`src/rtl/aes_sbox_arbiter_if.sv`:
```
// Bus between the two SubWord requesters, the shared 4-byte S-box and aes_sbox_arbiter.
// Handshake: x_req is held high with x_word stable until a one-cycle x_ack; x_result is valid
// in the ack cycle and holds until the next x service; the requester drops x_req in the ack cycle.
interface aes_sbox_arbiter_if;
  logic        key_req;
  logic [31:0] key_word;
  logic        key_ack;
  logic [31:0] key_result;
  logic        enc_req;
  logic [31:0] enc_word;
  logic        enc_ack;
  logic [31:0] enc_result;
  logic [31:0] sboxw;
  logic [31:0] new_sboxw;
  logic        busy;
  logic [1:0]  fsm_state;

  modport slave (
    input  key_req, key_word, enc_req, enc_word, new_sboxw,
    output key_ack, key_result, enc_ack, enc_result, sboxw, busy, fsm_state
  );

  modport master (
    output key_req, key_word, enc_req, enc_word, new_sboxw,
    input  key_ack, key_result, enc_ack, enc_result, sboxw, busy, fsm_state
  );
endinterface

```
`src/rtl/aes_sbox_arbiter.sv`:
```
// Shares one combinational 4-byte AES S-box between key expansion and the cipher datapath.
// Define AES_SBOX_ARB_RR_EN for round-robin tie breaking; otherwise key has fixed priority.
module aes_sbox_arbiter (
  input logic               clk,
  input logic               reset,
  aes_sbox_arbiter_if.slave bus
);

  typedef enum logic [1:0] {
    IDLE      = 2'd0,
    SERVE_KEY = 2'd1,
    SERVE_ENC = 2'd2
  } state_t;

  state_t      state;
  state_t      state_next;
  logic [31:0] word_reg;
  logic [31:0] word_next;
  logic        key_ack;
  logic        enc_ack;
  logic [31:0] key_result;
  logic [31:0] enc_result;
  logic        elig_key;
  logic        elig_enc;
  logic        grant_key;
  logic        grant_enc;

  // No grant while any ack is high: the finishing requester is dropping its req, and the
  // turnaround cycle keeps back-to-back services exactly three cycles apart.
  assign elig_key = bus.key_req & ~key_ack & ~enc_ack;
  assign elig_enc = bus.enc_req & ~enc_ack & ~key_ack;

`ifdef AES_SBOX_ARB_RR_EN
  localparam logic LAST_KEY = 1'b0;
  localparam logic LAST_ENC = 1'b1;

  logic last_grant;

  assign grant_key = elig_key & (~elig_enc | (last_grant == LAST_ENC));
  assign grant_enc = elig_enc & ~grant_key;

  always_ff @(posedge clk or posedge reset) begin
    if (reset) begin
      last_grant <= LAST_ENC;
    end else if (state == IDLE) begin
      if (grant_key) begin
        last_grant <= LAST_KEY;
      end else if (grant_enc) begin
        last_grant <= LAST_ENC;
      end
    end
  end
`else
  assign grant_key = elig_key;
  assign grant_enc = elig_enc & ~elig_key;
`endif

  always_comb begin
    state_next = state;
    word_next  = word_reg;
    case (state)
      IDLE: begin
        if (grant_key) begin
          word_next  = bus.key_word;
          state_next = SERVE_KEY;
        end else if (grant_enc) begin
          word_next  = bus.enc_word;
          state_next = SERVE_ENC;
        end
      end
      SERVE_KEY: state_next = IDLE;
      SERVE_ENC: state_next = IDLE;
      default:   state_next = IDLE;
    endcase
  end

  // Leaving a SERVE state captures the S-box output; a reset mid-service drops it unacked.
  always_ff @(posedge clk or posedge reset) begin
    if (reset) begin
      state      <= IDLE;
      word_reg   <= 32'h0;
      key_ack    <= 1'b0;
      enc_ack    <= 1'b0;
      key_result <= 32'h0;
      enc_result <= 32'h0;
    end else begin
      state    <= state_next;
      word_reg <= word_next;
      key_ack  <= (state == SERVE_KEY);
      enc_ack  <= (state == SERVE_ENC);
      if (state == SERVE_KEY) begin
        key_result <= bus.new_sboxw;
      end
      if (state == SERVE_ENC) begin
        enc_result <= bus.new_sboxw;
      end
    end
  end

  assign bus.sboxw      = ((state == SERVE_KEY) || (state == SERVE_ENC)) ? word_reg : 32'h0;
  assign bus.busy       = (state != IDLE);
  assign bus.key_ack    = key_ack;
  assign bus.enc_ack    = enc_ack;
  assign bus.key_result = key_result;
  assign bus.enc_result = enc_result;
  assign bus.fsm_state  = state;

endmodule

```
`src/flat_wrapper.sv`:
```
// flat-port wrapper written by rule: the top's interface ports become plain ports
module aes_sbox_arbiter_flat 
  (clk, reset, bus_key_req, bus_key_word, bus_enc_req, bus_enc_word, bus_new_sboxw, bus_key_ack, bus_key_result, bus_enc_ack, bus_enc_result, bus_sboxw, bus_busy, bus_fsm_state);
  aes_sbox_arbiter_if bus_i ();
  input logic clk;
  input logic reset;
  input wire logic [$bits(bus_i.key_req)-1:0] bus_key_req;
  input wire logic [$bits(bus_i.key_word)-1:0] bus_key_word;
  input wire logic [$bits(bus_i.enc_req)-1:0] bus_enc_req;
  input wire logic [$bits(bus_i.enc_word)-1:0] bus_enc_word;
  input wire logic [$bits(bus_i.new_sboxw)-1:0] bus_new_sboxw;
  output wire logic [$bits(bus_i.key_ack)-1:0] bus_key_ack;
  output wire logic [$bits(bus_i.key_result)-1:0] bus_key_result;
  output wire logic [$bits(bus_i.enc_ack)-1:0] bus_enc_ack;
  output wire logic [$bits(bus_i.enc_result)-1:0] bus_enc_result;
  output wire logic [$bits(bus_i.sboxw)-1:0] bus_sboxw;
  output wire logic [$bits(bus_i.busy)-1:0] bus_busy;
  output wire logic [$bits(bus_i.fsm_state)-1:0] bus_fsm_state;
  assign bus_i.key_req = bus_key_req;
  assign bus_i.key_word = bus_key_word;
  assign bus_i.enc_req = bus_enc_req;
  assign bus_i.enc_word = bus_enc_word;
  assign bus_i.new_sboxw = bus_new_sboxw;
  assign bus_key_ack = bus_i.key_ack;
  assign bus_key_result = bus_i.key_result;
  assign bus_enc_ack = bus_i.enc_ack;
  assign bus_enc_result = bus_i.enc_result;
  assign bus_sboxw = bus_i.sboxw;
  assign bus_busy = bus_i.busy;
  assign bus_fsm_state = bus_i.fsm_state;
  aes_sbox_arbiter u_core (.clk(clk), .reset(reset), .bus(bus_i));
endmodule
```
`config.mk`:
```
export PLATFORM = sky130hd
export DESIGN_NAME = aes_sbox_arbiter_flat
export DESIGN_NICKNAME = d
export VERILOG_FILES = /design/src/rtl/aes_sbox_arbiter_if.sv /design/src/rtl/aes_sbox_arbiter.sv /design/src/flat_wrapper.sv
export SDC_FILE = /design/constraint.sdc
export NUM_CORES = 1
export LEC_CHECK = 0
export ABC_CLOCK_PERIOD_IN_PS = 7300
export BUFFER_PORTS_ARGS = -buffer_cell sky130_fd_sc_hd__buf_2
export CAP_MARGIN = 10
export CORE_AREA = 5 5 103 105
export DETAILED_ROUTE_END_ITERATION = 16
export DIE_AREA = 0 0 108 110
export PLACE_DENSITY = 0.86
export SYNTH_ARGS = -nofsm -noshare
export SYNTH_HDL_FRONTEND = slang
export SYNTH_SLANG_ARGS = --single-unit
```
`constraint.sdc`:
```
create_clock -name clk -period 7.3 [get_ports clk]
set_clock_uncertainty 0.15 [all_clocks]
set_input_delay 0.73 -clock clk [delete_from_list [all_inputs] [get_ports clk]]
set_output_delay 0.73 -clock clk [all_outputs]
set_load 0.02 [all_outputs]
```
Word level (Yosys, flattened, before mapping). Index checks and enable logic that the tools add are counted. Widths: inputs -> output; s select.

Equal/unequal tests: 3. Muxes and demuxes: 6. Bitwise operators: 8. Reduce and logical (&&, ||, !) cells: 5.

Operator list (number): $mux 32 (3); $mux 2 (3); $and 1x1->1 (5); $reduce_bool 2->1 (2); $ne 3x1->1 const B (1); $not 1->1 (3); $eq 2x1->1 const B (1); $eq 2x2->1 const B (1); $logic_not 2->1 (1); $reduce_and 2->1 (1); $logic_or 1x1->1 (1).

Register bits after elaboration: 100. Input port bits: 100. Word-level logic and storage cells: 28.

Depth between registers and ports, before layout. Gate-level depths: netlist (run 1).

Depth in word-level cells: 8. Depth in mapped cells: 6. Depth with buffers taken out: 5.

Worst setup path before layout (run 1). No wires, ideal clock.

Kind: register to output. Start point: register u_core.state[0], in the netlist u_core.bus.fsm_state[0]. End point: output bus_sboxw[31]. Arrival time: 1.338 ns. Required time: 6.420 ns. Path slack: 5.082 ns. Stages on the path, launching flop included: 5. Cells stage by stage: dfrtp_1 -> inv_1 -> ha_1 -> clkbuf_1 -> and2_1.

Cells in the longest elaborated chain, start to end: 3. Elaborated cells between the ends (all ways): 4. Classes of those cells: eq/ne: 2; mux: 1; reduce/logical: 1.

Ends and longest elaborated chain: start: declaration (line aes_sbox_arbiter.sv:15) `state_t state;`; start signal: assignment (line aes_sbox_arbiter.sv:87) `state <= state_next;`; $eq 2x1->1 / $eq 2x2->1 (equally long branches) (line aes_sbox_arbiter.sv:100) `assign bus.sboxw = ((state == SERVE_KEY) || (state == SERVE_ENC)) ? word_reg : 32'h0;`; $logic_or 1x1->1 (*) (line aes_sbox_arbiter.sv:100); $mux 32 (*) (line aes_sbox_arbiter.sv:100); end: declaration (line flat_wrapper.sv:16) `output wire logic [$bits(bus_i.sboxw)-1:0] bus_sboxw;`.

Mark *: on every way between the ends. The rest lies on a longest branch, timed or not.

Final worst setup path (run 1).
Start point: register u_core.state[1], in the netlist u_core.bus.fsm_state[1]. End point: output bus_sboxw[18].

The elaborated chain is that of the path after synthesis.

==> impl_metrics.tcl, run 1 <==
set metrics [dict create \
    status "finished clean" \
    leakagePower_nw 2.92 \
    clk_latency_ps 360 \
    tns_ps 0 \
    drt-total-wl_um 11300 \
    ctsLongestPathBuffers 2 \
    antenna_cells 0 \
    syn_nets 442 \
    ir_drop_v 0.000321 \
    grt_max_degree 69 \
    critPathRequiredTime_ps 6420 \
    switching_share_pct 43.2 \
    postSynth.asyncResetShare_pct 100 \
    postCtsSetupRepairBufs 0 \
    dp_hpwl_um 8440 \
    tightestPinTransition_ps 1190 \
    synth-seq-area-share_pct 54.0 \
    drc 0 \
    drt-initial-drc-count 104 \
    fin_crit_ps 2870 \
    slowest_delay_ps 740 \
    netlist.top_cell.by_area "dfrtp_1" \
    critPathKind "reg2out" \
    pwr_density_cell_nw_per_um2 487 \
    die_w_um 108 \
    p_sw_mw 1.24 \
    start_util_pct 48.6 \
    clockRootBuffer "clkbuf_8" \
    post_cts_resized 0 \
    fillers 775 \
    synth_area_leaders "dfrtp_1 (54%), mux2_2 (15%), o2bb2ai_2 (9.7%)" \
    power_frac_seq_pct 34.9 \
    cts_sinks 100 \
    netlist_instances 339 \
    drv_cap 0 \
    fin_crit_sh_pct 39.3 \
    internal_power_mw 1.62 \
    antenna_found_initial 0 \
    fin_nets 628 \
    synthTopCellsByCount "dfrtp_1 (100), mux2_2 (60), a21oi_1 (33)" \
    worstPathCellList "inv_1 -> ha_1 -> and2_1 -> buf_2" \
    hold_path_class "in2async" \
    holdBufCountCts 0 \
    track_usage_pct 19.3 \
    endpoint_kind "output pin" \
    cp_max_fo 32 \
    syn2layout_area_growth_pct 26.6 \
    synth-main-ff-cell "dfrtp_1" \
    clk_pin_slew_worst_paths_ps 110 \
    finalInstanceArea_um2 5870 \
    die_y_um 110 \
    grt_pass1_vias 3622 \
    crit_slowest_cell "ha_1" \
    crit_arrival_ps 1990 \
    ys_warn_count 0 \
    port_buffers 200 \
    vias_per_cell 5.04 \
    maxSlewHeadroom_pct 20.3 \
    synth_edf_count 0 \
    gr-total-overflow 0 \
    first_pass_iters 4 \
    drt.antenna.violating_nets 0 \
    clock_power_share_pct 13.1 \
    ys_ff_latch 100 \
    io_pins 201 \
    synth.most_common_cell "dfrtp_1" \
    placeableCoreArea_um2 9550 \
    cts_buffers 9 \
    cts_tree "yes" \
    synth_cell_type_count 24 \
    synth_top_area_share_pct 54.0 \
    htree_num_levels 3 \
    fmax_ghz 0.349 \
    place_congestion 0.727 \
    synth_area_um2 4640 \
    hold_violations 0 \
    worst-path-buf-inv 2 \
    wl_per_cell_um 17.0 \
    setup_violations 0 \
    grt_pass1_wl_um 18000 \
    route.vias.total 3341 \
    rsz0062_at_grt "false" \
    place_area_um2 5660 \
    power.share.combinational_pct 51.9 \
    num_rows 36 \
    die_area_um2 11900 \
    setup.worst_path.start_class "flip-flop" \
    regToRegSetupSlack_ps 5180 \
    drive_above_1_share_pct 59.1 \
    synth_area_per_cell_um2 13.7 \
    slew_violations 0 \
    crit_family "adder cells" \
]
## power groups by stage
stage / logic, mW / clock network, mW / registers [mW]
2_1_floorplan: 0.880 / 0 / 1.22
3_3_place_gp: 1.47 / 0 / 0.991
3_5_place_dp: 1.52 / 0 / 1.01
4_1_cts: 1.51 / 0.387 / 1.00
5_1_grt: 1.61 / 0.411 / 1.04
6_report: 1.49 / 0.376 / 1.00
## through the flow
step | power (mW) | hold WS, ps | utilization, % | instances | setup WS [ps]
detailed placement | 2.52 | 319 | 59.3 | 647 | 4660
floorplan | 2.10 | 298 | - | 339 | 3800
global route | 3.06 | 235 | 61.5 | 663 | 4230
finish | 2.86 | 195 | 61.5 | 663 | 4430
CTS | 2.90 | 200 | 61.5 | 663 | 4330
global placement | 2.46 | 315 | 59.3 | 647 | 4750
## layout by cell type, fill, tap and decap left out, types with 4 or more instances in the layout
| cell | n |
|---|---|
| clkbuf_8 | 9 |
| buf_2 | 200 |
| o2bb2ai_2 | 30 |
| dfrtp_1 | 100 |
| mux2_2 | 60 |
| mux2_1 | 4 |
| and2_1 | 32 |
| a21oi_1 | 33 |
| and3b_1 | 31 |
## layer usage
metal | GRT usage (%) | vias to the layer above | share of wire, %
li1 | - | 1585 | -
met1 | 22.2 | 1598 | 39
met2 | 34.0 | 147 | 49
met3 | 6.93 | 11 | 11
met4 | 5.95 | 0 | 1.1
met5 | 0 | - | 0
## final timing paths
check,start,endpoint,depth (start not counted)
max reg2reg,u_core.bus.fsm_state[0],u_core.word_reg[31],5
min,reset,u_core.word_reg[2],2
max,u_core.bus.fsm_state[1],bus_sboxw[18],4
min in group clk,u_core.bus.key_result[30],u_core.bus.key_result[30],1
max in group asynchronous,reset,u_core.bus.enc_result[23],3
min reg2reg,u_core.bus.key_result[30],u_core.bus.key_result[30],1
## cell families (layout without fill, tap and decap cells)
group	count (synthesis)	count (layout)	synth area share, %
buffers and inverters	32	223	4.24
AO/OA/AOI/OAI	67	67	13.9
multiplexers	64	64	15.5
AND/OR/NAND/NOR	73	73	11.5
adder cells (fa/ha/maj)	3	3	0.810
flip-flops	100	100	54.0
## cell type report
class                           instances  area (um2)  area share [%]
Clock buffer                            9         124            2.11
Clock inverter                          7        88.8            1.51
Inverter                                4        17.5           0.298
Multi-Input combinational cell        207        1950            33.2
Sequential cell                       100        2500            42.6
Tap cell                              133         166            2.83
Timing Repair Buffer                  203        1020            17.4
No activity file was read; power rests on OpenSTA's default activity.
==> inputs of run 2 (changes only) <==
- ABC_AREA: default -> 1
- ABC_CLOCK_PERIOD_IN_PS: 7300 -> 2790
- CORE_AREA: 5 5 103 105 -> 5 5 105 107
- DIE_AREA: 0 0 108 110 -> 0 0 110 112
- PLACE_DENSITY: 0.86 -> 0.82
- clock period: 7.3 -> 2.79 ns (I/O delays scaled with it)
==> impl_metrics.tcl, run 2 <==
set metrics [dict create \
    drv_cap 0 \
    slew_violations 0 \
    synth-simple-area-share_pct 21.6 \
    synthTopCellsByCount "nand2_1 (164), dfrtp_1 (100), nand3_1 (65)" \
    synth_edf_count 0 \
    regToRegSetupSlack_ps 640 \
    place_congestion 0.821 \
    num_rows 37 \
    synth_fa_ha_area_share_pct 0.830 \
    die_area_um2 12300 \
    synth-xor-area-share_pct 0 \
    fin_crit_ps 2200 \
    antenna_found_initial 0 \
    endpoint_kind "output pin" \
    fillers 886 \
    synth_top_family_by_area "simple AND/OR/NAND/NOR gates" \
    start_util_pct 45.0 \
    maxSlewHeadroom_pct 61.3 \
    cts_tree "yes" \
    track_usage_pct 19.7 \
    die_w_um 110 \
    cts_buffers 9 \
    pwr_density_cell_nw_per_um2 1280 \
    muxShareOfSynthArea_pct 15.9 \
    netlist.top_cell.by_area "dfrtp_1" \
    synth_cell_type_count 14 \
    drt-total-wl_um 12000 \
    fin_crit_sh_pct 79.0 \
    drt.antenna.violating_nets 0 \
    synth_area_um2 4520 \
    setup.worst_path.start_class "flip-flop" \
    synth_compound_gate_area_share_pct 0.111 \
    syn2layout_area_growth_pct 32.5 \
    cts_sinks 100 \
    critPathRequiredTime_ps 2360 \
    rsz0062_at_grt "false" \
    final_common_cell "buf_2" \
    ys_warn_count 0 \
    status "finished clean" \
    gr-total-overflow 0 \
    crit_slowest_cell "dfrtp_1" \
    ir_drop_v 0.000642 \
    tns_ps 0 \
    slowest_delay_ps 410 \
    hold_violations 0 \
    hold_start "bus_new_sboxw[24]" \
    leakagePower_nw 3.43 \
    postSynth.asyncResetShare_pct 100 \
    wl_per_cell_um 14.8 \
    drc 0 \
    grt_max_degree 101 \
    synth.most_common_cell "nand2_1" \
    clk_latency_ps 350 \
    ctsLongestPathBuffers 2 \
    ys_ff_latch 100 \
    r2r-start "u_core.bus.fsm_state[0]" \
    crit_top_cell "inv_1" \
    vias_per_cell 4.96 \
    worstPathCellList "inv_1 -> ha_1 -> buf_4 -> nand2_1 -> inv_1 -> buf_2" \
    synth_top_area_share_pct 55.4 \
    netlist_instances 467 \
    route.vias.total 4026 \
    rr_endpoint "u_core.word_reg[23]" \
    io_pins 201 \
    synth_area_per_cell_um2 9.68 \
    clk_pin_slew_worst_paths_ps 90 \
    placeableCoreArea_um2 10000 \
    tightestPinTransition_ps 578 \
    final_cell_mix "buf_2 (200), nand2_1 (164), dfrtp_1 (100)" \
    fin_nets 774 \
    critPathKind "reg2out" \
    syn_nets 570 \
    antenna_cells 0 \
    r2r_cells 7 \
    p_total_mw 7.64 \
    crit_arrival_ps 1780 \
    synth_area_leaders "dfrtp_1 (55%), mux2_2 (15%), nand2_1 (14%)" \
    first_pass_iters 5 \
    synth-seq-area-share_pct 55.4 \
    drt-initial-drc-count 252 \
    min_path_cells 2 \
    grt_pass1_vias 4270 \
    fmax_ghz 0.454 \
    clockRootBuffer "clkbuf_8" \
    drive_above_1_share_pct 42.7 \
    die_y_um 112 \
    port_buffers 200 \
    synth-main-ff-cell "dfrtp_1" \
    grt_pass1_wl_um 19600 \
    dp_hpwl_um 8720 \
    setup_violations 0 \
    hold_path_class "in2reg" \
    htree_num_levels 3 \
    hold_end "u_core.bus.key_result[24]" \
    cp_max_fo 32 \
]
## run 2: changes by cell type in the layout (fill, tap and decap cells not counted), moves of 2 or more
cell / change
inv_8: -3
and2_1: -32
nand3_1: +64
clkinv_4: +2
nand2_1: +162
inv_1: +32
a21oi_1: -32
o2bb2ai_2: -30
nand3_2: +2
nor2_1: -3
dlygate4sd3_1: +14
buf_4: +5
and3b_1: -31
## run 2: metrics by stage
| step | util (%) | std cells | worst slack (ps) | cell area (um2) | hold slack [ps] |
|---|---|---|---|---|---|
| 2_1_floorplan | - | 467 | 970 | 4520 | 264 |
| 3_3_place_gp | 56.1 | 782 | 805 | 5630 | 309 |
| 3_5_place_dp | 56.1 | 782 | 671 | 5630 | 324 |
| 4_1_cts | 59.6 | 811 | 572 | 5990 | 0.0502 |
| 5_1_grt | 59.6 | 811 | 415 | 5990 | 5.87 |
| 6_report | 59.6 | 811 | 586 | 5990 | 25.1 |
## run 2: routing by layer
layer	wire [um]	GRT usage, %	part of all wire, %
met1	4540	23.0	38
met2	6240	33.9	52
met3	889	3.83	7.4
met4	350	9.98	2.9
met5	0	0	0
## run 2: area by class of cell
type,count,area (um2),area share (%)
Timing Repair Buffer,223,1220,20.4
Multi-Input combinational cell,301,1740,29.1
Clock buffer,10,128,2.13
Sequential cell,100,2500,41.8
Inverter,36,139,2.32
Clock inverter,5,86.3,1.44
Tap cell,136,170,2.84
## run 2: report_power, final
part           switching (mW)  internal [mW]  leakage, nW
Combinational            2.56           1.53         2.12
Clock                   0.476          0.507        0.107
Sequential              0.373           2.19         1.20
## run 2: worst max-delay path by stage
| stage | from | to | cells after the start |
|---|---|---|---|
| floorplan | u_core.bus.fsm_state[0] | bus_sboxw[0] | 5 |
| global placement | u_core.bus.fsm_state[0] | u_core.word_reg[18] | 7 |
| detailed placement | u_core.bus.fsm_state[0] | u_core.word_reg[23] | 7 |
| CTS | u_core.bus.fsm_state[0] | bus_sboxw[7] | 6 |
| global route | u_core.bus.fsm_state[0] | bus_sboxw[24] | 6 |
| finish | u_core.bus.fsm_state[0] | bus_sboxw[7] | 6 |
## run 2: kinds of logic after synthesis
kind of cell	count (synthesis)
multiplexers	64
flip-flops	100
AND/OR/NAND/NOR	233
adder cells (fa/ha/maj)	3
AO/OA/AOI/OAI	1
buffers and inverters	66
## run 2: what timing repair did
| item | in CTS | in global routing |
|---|---|---|
| hold buffers | 14 | 0 |
| gates resized for setup | 0 | 0 |
| endpoints found under the setup margin | 0 | 0 |
| buffers inserted | 0 | 0 |
| endpoints found under the hold margin | 115 | 0 |
## run 2: critical path, delay by kind of cell (launching register included)
family	cells	cell delay, ps
buffers and inverters	4	630
DFF	1	410
adders and majority gates	1	280
and+or+nand+nor	1	100
==> inputs of run 3 (changes only) <==
- ABC_CLOCK_PERIOD_IN_PS: 2790 -> 2300
- clock period: 2.79 -> 2.3 ns (I/O delays scaled with it)
==> impl_metrics.tcl, run 3 (synthesis results as in run 2) <==
set metrics [dict create \
    place_congestion 0.814 \
    cts_tree "yes" \
    place_area_um2 5630 \
    rsz0062_at_grt "false" \
    wl_per_cell_um 15.1 \
    route.vias.total 4129 \
    cts_buffers 9 \
    hold_path_class "in2reg" \
    fin_crit_sh_pct 93.6 \
    placeableCoreArea_um2 10000 \
    regToRegSetupSlack_ps 480 \
    hold_violations 0 \
    path_depth 6 \
    grt_pass1_vias 4264 \
    hold_end "u_core.word_reg[7]" \
    finalWorstSetupSlack_ps 147 \
    ir_drop_v 0.000957 \
    crit_family "buffers and inverters" \
    fin_nets 800 \
    seq_area_um2 2500 \
    drc 0 \
    drv_cap 0 \
    critPathRequiredTime_ps 1920 \
    setup.worst_path.start_class "flip-flop" \
    die_area_um2 12300 \
    die_w_um 110 \
    min_path_cells 5 \
    start_util_pct 45.0 \
    track_usage_pct 20.8 \
    critPathKind "reg2out" \
    htree_num_levels 3 \
    syn2layout_area_growth_pct 37.7 \
    clk_latency_ps 350 \
    endpoint_kind "output pin" \
    gr-total-overflow 0 \
    fmax_ghz 0.464 \
    crit_arrival_ps 1770 \
    finalInstanceArea_um2 6230 \
    hold_start "bus_enc_word[7]" \
    drt-initial-drc-count 277 \
    rr_endpoint "u_core.word_reg[20]" \
    final_common_cell "buf_2" \
    first_pass_iters 5 \
    grt_pass1_wl_um 20600 \
    crit_slowest_cell "dfrtp_1" \
    setup_violations 0 \
    cts_sinks 100 \
    die_y_um 112 \
    tns_ps 0 \
    drt-total-wl_um 12700 \
    num_rows 37 \
    slew_violations 0 \
    port_buffers 200 \
    worst-path-buf-inv 4 \
    place_ws_ps 494 \
    clockRootBuffer "clkbuf_8" \
    fin_crit_ps 2150 \
    leakagePower_nw 3.53 \
    tightestPinTransition_ps 590 \
    r2r-start "u_core.bus.fsm_state[1]" \
    multiInputGateArea_um2 1740 \
    io_pins 201 \
    fillers 844 \
    vias_per_cell 4.93 \
    postCtsSetupRepairBufs 0 \
    grt_max_degree 101 \
    cp_max_fo 32 \
    status "finished clean" \
    post_cts_resized 0 \
    worstPathCellList "inv_1 -> ha_1 -> buf_4 -> nand2_1 -> inv_1 -> buf_2" \
    slowest_delay_ps 400 \
    final_cell_mix "buf_2 (200), nand2_1 (164), dfrtp_1 (100)" \
    antenna_cells 0 \
    r2r_cells 6 \
    drive_above_1_share_pct 41.3 \
    dp_hpwl_um 8590 \
    antenna_found_initial 0 \
    drt.antenna.violating_nets 0 \
    holdBufCountCts 40 \
    crit_top_cell "inv_1" \
    pwr_density_cell_nw_per_um2 1480 \
    maxSlewHeadroom_pct 60.5 \
    ctsLongestPathBuffers 2 \
    clk_pin_slew_worst_paths_ps 100 \
]
run 3: layout make-up:
type	count	area share (%)
well taps	136	2.73
repair buffers	249	23.8
clock buffers	10	2.21
clock inverters	6	0.864
flip-flops and latches	100	40.2
multi-input cells	301	28.0
inverters	36	2.23
run 3: metrics by stage:
stage               hold WS (ps)  total power [mW]  std cells  util, %
floorplan                    215              6.55        467        -
global placement             272              7.97        782     56.1
detailed placement           278              8.14        782     56.1
CTS                        0.186              9.30        838     62.0
global route                19.6              9.91        838     62.0
finish                      12.6              9.23        838     62.0
run 3: how the worst max path moves through the flow:
stage / startpoint / to / slack [ps]
floorplan: u_core.bus.fsm_state[0] / bus_sboxw[0] / 530
global placement: u_core.bus.fsm_state[1] / u_core.word_reg[23] / 560
detailed placement: u_core.bus.fsm_state[1] / u_core.word_reg[21] / 490
CTS: u_core.bus.fsm_state[0] / bus_sboxw[11] / 120
global route: u_core.bus.fsm_state[1] / bus_sboxw[11] / 20
finish: u_core.bus.fsm_state[0] / bus_sboxw[31] / 150
run 3: per-layer routing:
metal,track usage (%),vias up,part of all wire [%]
met5,0,-,0
met1,26.2,1985,39
met4,8.23,0,2.9
met3,3.13,30,6.3
li1,-,1953,-
met2,35.4,161,52
run 3: worst register-to-register path: stages, from the launching register on:
cell	delay (ps)
dfrtp_1	410
inv_1	110
ha_1	290
nand3_2	130
nand2_2	460
nand2_1	140
nand2_1	80
run 3: power by group:
group / switching [mW] / internal, mW
Sequential: 0.465 / 2.65
Combinational: 3.14 / 1.88
Clock: 0.643 / 0.445
